## config.mk

```make
export PLATFORM = sky130hd
export DESIGN_NAME = microwave_controller
export DESIGN_NICKNAME = d
export VERILOG_FILES = /design/src/rtl/microwave_pkg.sv /design/src/rtl/tick_prescaler.sv /design/src/rtl/microwave_controller.sv
export SDC_FILE = /design/constraint.sdc
export NUM_CORES = 1
export LEC_CHECK = 0
export ABC_AREA = 1
export CAP_MARGIN = 20
export CORE_MARGIN = 2
export CORE_UTILIZATION = 51
export CTS_CLUSTER_DIAMETER = 80
export DETAILED_ROUTE_END_ITERATION = 8
export PLACE_DENSITY = 0.86
export SETUP_SLACK_MARGIN = 0.3
export SLEW_MARGIN = 15
export SYNTH_ARGS = -nofsm -noshare
export SYNTH_HDL_FRONTEND = slang
export SYNTH_HIERARCHICAL = 1
export SYNTH_SLANG_ARGS = --single-unit
```

## constraint.sdc

```tcl
create_clock -name clock -period 2.5 [get_ports clock]
set_clock_uncertainty 0.2 [all_clocks]
set_input_delay 0.25 -clock clock [delete_from_list [all_inputs] [get_ports clock]]
set_output_delay 0.25 -clock clock [all_outputs]
set_load 0.005 [all_outputs]
```

## src/rtl/microwave_pkg.sv

```systemverilog
// Shared state encoding and default timing for the microwave controller.
package microwave_pkg;

  localparam int unsigned TickDivDefault    = 100;
  localparam int unsigned DoneCyclesDefault = 8;
  localparam int unsigned MaxDigits         = 3;

  typedef enum logic [2:0] {
    StIdle  = 3'd0,
    StEntry = 3'd1,
    StCook  = 3'd2,
    StPause = 3'd3,
    StDone  = 3'd4
  } state_e;

  function automatic logic is_bcd(input logic [3:0] digit);
    return digit <= 4'd9;
  endfunction

endpackage

```

## src/rtl/tick_prescaler.sv

```systemverilog
// Free-running 0..TICK_DIV-1 counter; tick is high in the wrap cycle only.
module tick_prescaler #(
  parameter int unsigned TICK_DIV = 100
) (
  input  logic clock,
  input  logic clear,
  input  logic enable,
  input  logic hold,
  input  logic sync_clear,
  output logic tick
);

  localparam int unsigned CntW = (TICK_DIV > 1) ? $clog2(TICK_DIV) : 1;

  logic [CntW-1:0] cnt_q, cnt_d;
  logic            run;
  logic            wrap;

  assign run  = enable && !hold;
  assign wrap = (cnt_q == CntW'(TICK_DIV - 1));
  assign tick = run && wrap;

  always_comb begin
    cnt_d = cnt_q;
    if (sync_clear) begin
      cnt_d = '0;
    end else if (run) begin
      cnt_d = wrap ? '0 : cnt_q + CntW'(1);
    end
  end

  always_ff @(posedge clock or posedge clear) begin
    if (clear) begin
      cnt_q <= '0;
    end else begin
      cnt_q <= cnt_d;
    end
  end

endmodule

```

## src/rtl/microwave_controller.sv

```systemverilog
// Microwave oven sequencer: keypad digit entry, cook/pause/done control and
// registered strobes to an external BCD countdown timer.
module microwave_controller
  import microwave_pkg::*;
#(
  parameter int unsigned TICK_DIV    = TickDivDefault,
  parameter int unsigned DONE_CYCLES = DoneCyclesDefault
) (
  input  logic       clock,
  input  logic       clear,
  input  logic       key_valid,
  input  logic [3:0] key_digit,
  input  logic       start,
  input  logic       stop,
  input  logic       door_closed,
  input  logic       timer_zero,
  output logic       timer_loadn,
  output logic [3:0] timer_data,
  output logic       timer_clear,
  output logic       timer_enable,
  output logic       mag_on,
  output logic       done,
  output logic [2:0] state
);

  localparam int unsigned DoneW = (DONE_CYCLES > 1) ? $clog2(DONE_CYCLES) : 1;

  state_e           state_q, state_d;
  logic [1:0]       digit_cnt_q, digit_cnt_d;
  logic [DoneW-1:0] done_cnt_q, done_cnt_d;
  logic             key_ok;
  logic             key_load;
  logic             to_idle;
  logic             tick;

  logic             timer_loadn_q;
  logic [3:0]       timer_data_q;
  logic             timer_clear_q;
  logic             timer_enable_q;
  logic             mag_on_q;
  logic             done_q;

  assign key_ok = key_valid && is_bcd(key_digit) && (digit_cnt_q < 2'(MaxDigits));

  // Priority order inside each state: stop, door open, timer_zero, start, key.
  always_comb begin
    state_d     = state_q;
    digit_cnt_d = digit_cnt_q;
    done_cnt_d  = done_cnt_q;
    key_load    = 1'b0;
    unique case (state_q)
      StIdle: begin
        if (!stop && key_ok) begin
          key_load = 1'b1;
          state_d  = StEntry;
        end
      end
      StEntry: begin
        if (stop) begin
          state_d = StIdle;
        end else if (start && door_closed && !timer_zero) begin
          state_d = StCook;
        end else if (key_ok) begin
          key_load = 1'b1;
        end
      end
      StCook: begin
        if (stop || !door_closed) begin
          state_d = StPause;
        end else if (timer_zero) begin
          state_d    = StDone;
          done_cnt_d = '0;
        end
      end
      StPause: begin
        if (stop) begin
          state_d = StIdle;
        end else if (start && door_closed) begin
          state_d = StCook;
        end
      end
      StDone: begin
        if (stop || !door_closed) begin
          state_d = StIdle;
        end else if (done_cnt_q == DoneW'(DONE_CYCLES - 1)) begin
          state_d = StIdle;
        end else begin
          done_cnt_d = done_cnt_q + DoneW'(1);
        end
      end
      default: state_d = StIdle;
    endcase

    if (key_load) begin
      digit_cnt_d = digit_cnt_q + 2'd1;
    end

    to_idle = (state_d == StIdle) && (state_q != StIdle);
    if (to_idle) begin
      digit_cnt_d = '0;
      done_cnt_d  = '0;
    end
  end

  // Prescaler only advances on cycles that stay in COOK, so it freezes on exit.
  tick_prescaler #(
    .TICK_DIV (TICK_DIV)
  ) u_prescaler (
    .clock      (clock),
    .clear      (clear),
    .enable     (state_q == StCook),
    .hold       (state_d != StCook),
    .sync_clear (to_idle),
    .tick       (tick)
  );

  always_ff @(posedge clock or posedge clear) begin
    if (clear) begin
      state_q        <= StIdle;
      digit_cnt_q    <= '0;
      done_cnt_q     <= '0;
      timer_loadn_q  <= 1'b1;
      timer_data_q   <= '0;
      timer_clear_q  <= 1'b0;
      timer_enable_q <= 1'b0;
      mag_on_q       <= 1'b0;
      done_q         <= 1'b0;
    end else begin
      state_q        <= state_d;
      digit_cnt_q    <= digit_cnt_d;
      done_cnt_q     <= done_cnt_d;
      timer_loadn_q  <= !key_load;
      if (key_load) begin
        timer_data_q <= key_digit;
      end
      timer_clear_q  <= to_idle;
      timer_enable_q <= tick;
      mag_on_q       <= (state_d == StCook);
      done_q         <= (state_d == StDone);
    end
  end

  assign timer_loadn  = timer_loadn_q;
  assign timer_data   = timer_data_q;
  assign timer_clear  = timer_clear_q;
  assign timer_enable = timer_enable_q;
  assign mag_on       = mag_on_q;
  assign done         = done_q;
  assign state        = state_q;

endmodule

```

Word-level counts from Yosys, hierarchy flattened
Index checks and enable logic that the tools add are counted.
- register bits after elaboration: 24
- output and inout port bits: 12
- logic and storage cells: 75
- bits of input ports: 11
- muxes and demuxes: 26
- $lt $le $gt $ge: 2
- equality and inequality tests: 13
- reductions and logical operators: 21
- $add $sub $neg: 3
- operator list (operator ; number):
    $mux 3 ; 14
    $mux 7 ; 3
    $pmux 3 s5 ; 1
    $ne 3x3->1 const B ; 4
    $eq 3x2->1 const B ; 3
    $eq 3x3->1 const B ; 3
    $logic_and 1x1->1 ; 8
    $add 7x1->7 const B ; 1
    $eq 7x7->1 const B ; 1
    $logic_not 3->1 ; 2
    $pmux 3 s2 ; 1
    $reduce_bool 3->1 ; 2
    $logic_not 1->1 ; 5
    $reduce_and 5->1 ; 1
    $le 4x4->1 const B ; 1
    $mux 1 ; 4
    $mux 2 ; 2
    $reduce_bool 2->1 ; 2
    $add 3x1->3 const B ; 1
    $eq 3x1->1 const B ; 1
    $ne 3x2->1 const B ; 1
    $add 2x1->2 const B ; 1
    $lt 2x2->1 const B ; 1
    $pmux 1 s2 ; 1
    $logic_or 1x1->1 ; 1

Longest topological paths before layout
- depth after elaboration: 11
- mapped depth: 16
- mapped depth without buffers: 16

Cells and area by module
Netlist, hierarchy kept.
- by module, submodules not included (module ; area each (um^2) ; cells an instance ; instances ; sequential area each (um^2)):
    microwave_controller ; 873.3 ; 105 ; 1 ; 426.7
    tick_prescaler ; 446.7 ; 66 ; 1 ; 175.2

Worst setup path after synthesis
No wires, ideal clock.
- path kind: register -> register
- start point: register done_cnt_q[0]
- end point: register u_prescaler.cnt_q[5]
- setup slack: 438 ps
- buffers on the path: 1
- data required time: 2231 ps
- data arrival time: 1793 ps
- period minus slack after synthesis: 2062 ps
- cell stages (with the launch flop): 15
- setup time: 69 ps
- cell sequence: dfrtp_1 > ha_1 > ha_1 > nor2_1 > nand2_2 > nand2_4 > nor2_2 > nand3_2 > inv_1 > inv_2 > nand2_1 > buf_4 > nand3b_1 > nand2_1 > nor2_2
- elaborated cells on any way between the ends: 11
- classes of those cells: eq/ne (2); mux (4); reduce/logical (5)
- RTL lines (item ; RTL line ; source):
    start, declared ; microwave_controller.sv:30 ; logic [DoneW-1:0] done_cnt_q, done_cnt_d;
    start signal, assigned ; microwave_controller.sv:131 ; done_cnt_q <= done_cnt_d;
    $eq 3x3->1 (*) ; microwave_controller.sv:85 ; end else if (done_cnt_q == DoneW'(DONE_CYCLES - 1)) begin
    $mux 3 (*) ; microwave_controller.sv:85 ;
    $mux 3 (*) ; microwave_controller.sv:83 ; if (stop || !door_closed) begin
    $pmux 3 s5 (*) ; microwave_controller.sv:51 ; unique case (state_q)
    named net state_d[2] ; microwave_controller.sv:28 ; state_e state_q, state_d;
    $logic_not 3->1 (*) ; microwave_controller.sv:98 ; to_idle = (state_d == StIdle) && (state_q != StIdle);
    $logic_and 1x1->1 (*) ; microwave_controller.sv:98 ;
    named net to_idle ; microwave_controller.sv:33 ; logic to_idle;
    $mux 7 or $reduce_bool 2->1 (tied branches) ; - ;
    end signal, assigned ; tick_prescaler.sv:36 ; cnt_q <= cnt_d;
    end, declared ; tick_prescaler.sv:15 ; logic [CntW-1:0] cnt_q, cnt_d;
Mark *: on every way through the listed nets, which the timed path passes. The rest lies on a longest branch.
A chain may end at the register's enable or synchronous reset.

Worst setup path in the final report
- start point: register done_cnt_q[0]
- end point: register u_prescaler.cnt_q[4]
Same word-level chain as after synthesis.

==> impl_results.md <==
* Run status: finished, final reports clean
* Largest family of logic cells by synthesized area: simple AND/OR/NAND/NOR gates
* DP HPWL at 2160 µm
* Die height at 54.9 µm
* Max Freq at 484 MHz
* Rows at 18
* Routed wl met3 at 152 µm
* Most numerous cell in the Yosys netlist: nand2_1
* CTS clk-pin slew, worst paths at 0.13 ns
* Setup-violating endpoint count in the final report at 0
* Avg Inst Size Synth at 7.72 µm²
* RSZ-0062 raised after global routing: no
* Max-cap viol count at 0
* Seq pwr share at 38.3%
* Rel. slew slack at 56.7%
* Post-Synth Adder-Cell Area at 3.79%
* Commonest cells in the netlist: 55 x nand2_1, 23 x dfrtp_1, 18 x inv_1
* Post-DR vias/cell at 5.25
* RD Place Congestion at 0.858
* EDFF count, synth at 0
* CP max FO at 6
* H-tree Lvls at 1
* Yosys top cell by area: dfrtp_1
* Util after Layout at 68.3%
* Compound-Gate Fraction of Synth Area at 3.03%
* Design area at 1680 µm²
* Residual DRC at 0
* Psw at 626 µW
* Top sig layer: met4
* Pint at 903 µW
* Initial DRC Count at 40
* Crit-path cells: ha_1 -> ha_1 -> nor2_2 -> nand2_2 -> nand2_4 -> nor2_2 -> nand3_2 -> inv_1 -> inv_4 -> nand2_2 -> buf_4 -> o21ai_1
* Drt pass-1 iters at 4
* Synthesized cell area at 1320 µm²
* CP Data Arrival Time at 2.11 ns
* Vias post-DR at 1223
* CORE AREA at 2450 µm²
* Die W at 54.9 µm
* Port bufs at 22
* Metal-1 WL at 1170 µm
* DIE AREA at 3010 µm²
* Slew @ Worst Pin at 0.649 ns
* Final Worst Setup Slack at 0.433 ns
* Final Hold Viols at 0
* CP peak stage delay at 0.42 ns
* I/O pins at 23
* Setup TNS at 0 ns
* GRT overflow at 0
* Slew Viols, Final at 0
* Post-Route WL at 2890 µm
* CTS tree: done
* Clock Sinks at 24
* Synth warn at 6
* Tmin final at 2.07 ns
* Mapped Nets at 186
* # diodes at 0
* Vias in the first global route at 1098
* Yosys reg bits at 24
* Post-DP Area at 1580 µm²
* Sequential cell area at 603 µm²
* Asr flop ratio synth at 100%
* Top cells by area, synth: dfrtp_1 44%, nand2_1 16%, inv_1 5.1%, nand3_1 4.2%, ha_1 3.8%
* Pwr Density at 912 nW/µm²
* Area taken by multi-input logic gates at 617 µm²
* DR WL/cell at 12.4 µm
* Post-synthesis sequential area ratio at 45.6%
* Setup crit end kind: flip-flop
* Starting Density at 53.8%
* Final ANT Viol Nets at 0
* Synthesized instance count at 171
* Largest net degree at the start of global routing at 18
* Tcrit/Tclk final at 82.7%
* Bufs on Longest Clock Path at 2
* Pre-CTS setup slack at 0.0534 ns
* # fillers at 190
* CTS buffer count at 3
* Area Growth Syn to Fin at 27.0%
* Worst hold path class: input pin to flip-flop
* Mux contribution to synthesized area at 0%
* Leak at 0.000894 µW
* Final worst hold slack at 0.282 ns
* Synth cell types at 21
* Post-synthesis xor/xnor area fraction at 0%
* Clock latency on the worst-skew pair at 0.31 ns
* Top FF cell, synth: dfrtp_1
* GRT Total Usage at 22.0%
* Worst VDD drop at 0.000714 V
* Share of layout cells above drive strength 1 at 22.7%
* Met2 wire len at 1530 µm
* WS Path Type: flip-flop to flip-flop
* CP max-delay cell: dfrtp_1
* Worst EP required at 2.55 ns
* First-pass GRT wire length at 4640 µm
* Fraction of power spent switching nets at 40.9%
* Synth Area in Simple Gates at 38.5%
* Logic gate share of total power at 48.4%
* Antenna violations before repair at 0
* Clock root cell: clkbuf_4
* Area fraction of the dominant cell type after synthesis at 43.6%
* Fin nets at 219
* Startpoint Class: flip-flop
* Clock Power Share at 13.4%
[power groups by stage]
stage	logic (µW)	registers, µW	clock network [µW]
2_1_floorplan	425	579	0
3_3_place_gp	624	583	0
3_5_place_dp	665	588	0
4_1_cts	690	581	206
5_1_grt	826	592	228
6_report	739	585	205
[cell type report]
cell class,instances,area share [%]
Inverter,30,6.87
Sequential cell,24,36.0
Clock buffer,4,2.16
Multi-Input combinational cell,117,36.8
Tap cell,30,2.24
Timing Repair Buffer,28,16.0
[registers in the layout, indices dropped and copies added (netlist names)]
name	count
done	1
timer_loadn	1
u_prescaler/cnt_q	7
digit_cnt_q	2
mag_on	1
timer_enable	1
done_cnt_q	3
timer_data	4
state	3
timer_clear	1
[worst paths after layout]
| kind | startpoint | to | slack (ns) | depth (start not counted) |
|---|---|---|---|---|
| setup / recovery | done_cnt_q[0] | u_prescaler/cnt_q[4] | 0.43 | 12 |
| hold / removal | key_digit[0] | timer_data[0] | 0.28 | 3 |
| setup reg to reg | done_cnt_q[0] | u_prescaler/cnt_q[4] | 0.43 | 12 |
| hold reg to reg | timer_data[2] | timer_data[2] | 0.29 | 2 |
| max in group asynchronous | clear | state[2] | 0.96 | 3 |
| min in group asynchronous | clear | u_prescaler/cnt_q[0] | 0.54 | 3 |
[placed cells by master (no fill, tap or decap), drive strengths merged]
master / count
clkbuf: 4
nand3: 15
inv: 28
nand4: 5
dfstp: 1
o21ai: 6
clkinv: 2
ha: 4
clkdlybuf4s50: 22
a21oi: 2
nand2: 63
nor3: 1
nor2: 20
nand3b: 1
buf: 5
dlygate4sd3: 1
dfrtp: 23
[critical path: cells and delay by family (launching register included)]
family / cells / cell delay (ns)
AOI/OAI and AO/OA: 1 / 0.12
buffers and inverters: 3 / 0.31
DFF: 1 / 0.42
adders and majority gates: 2 / 0.40
and+or+nand+nor: 6 / 0.56
[cell families (layout without fill, tap and decap cells)]
group,after synthesis,count (layout)
flops,24,24
simple gates,104,105
compound gates,8,8
buf+inv,31,62
fa+ha+maj,4,4
[per-layer routing]
metal	vias to the layer above	global-route usage, %
met5	-	0
met4	0	7.50
met3	4	3.83
met2	40	39.5
met1	584	26.3
li1	595	-
[stage by stage]
step | total power [µW] | std cells
6_report | 1530 | 233
5_1_grt | 1650 | 233
4_1_cts | 1480 | 228
3_5_place_dp | 1250 | 223
3_3_place_gp | 1210 | 223
2_1_floorplan | 1000 | 171
[repair_timing]
| item | 4_1_cts | 5_1_grt |
|---|---|---|
| cloned | 0 | 1 |
| setup buffers | 0 | 4 |
| pin swaps | 0 | 2 |
| hold buffers | 1 | 0 |
| hold endpoints to repair | 7 | 0 |
| resized for setup | 2 | 4 |
| endpoints found under the setup margin | 7 | 7 |
Note: power is estimated with default switching activity, not from simulation.
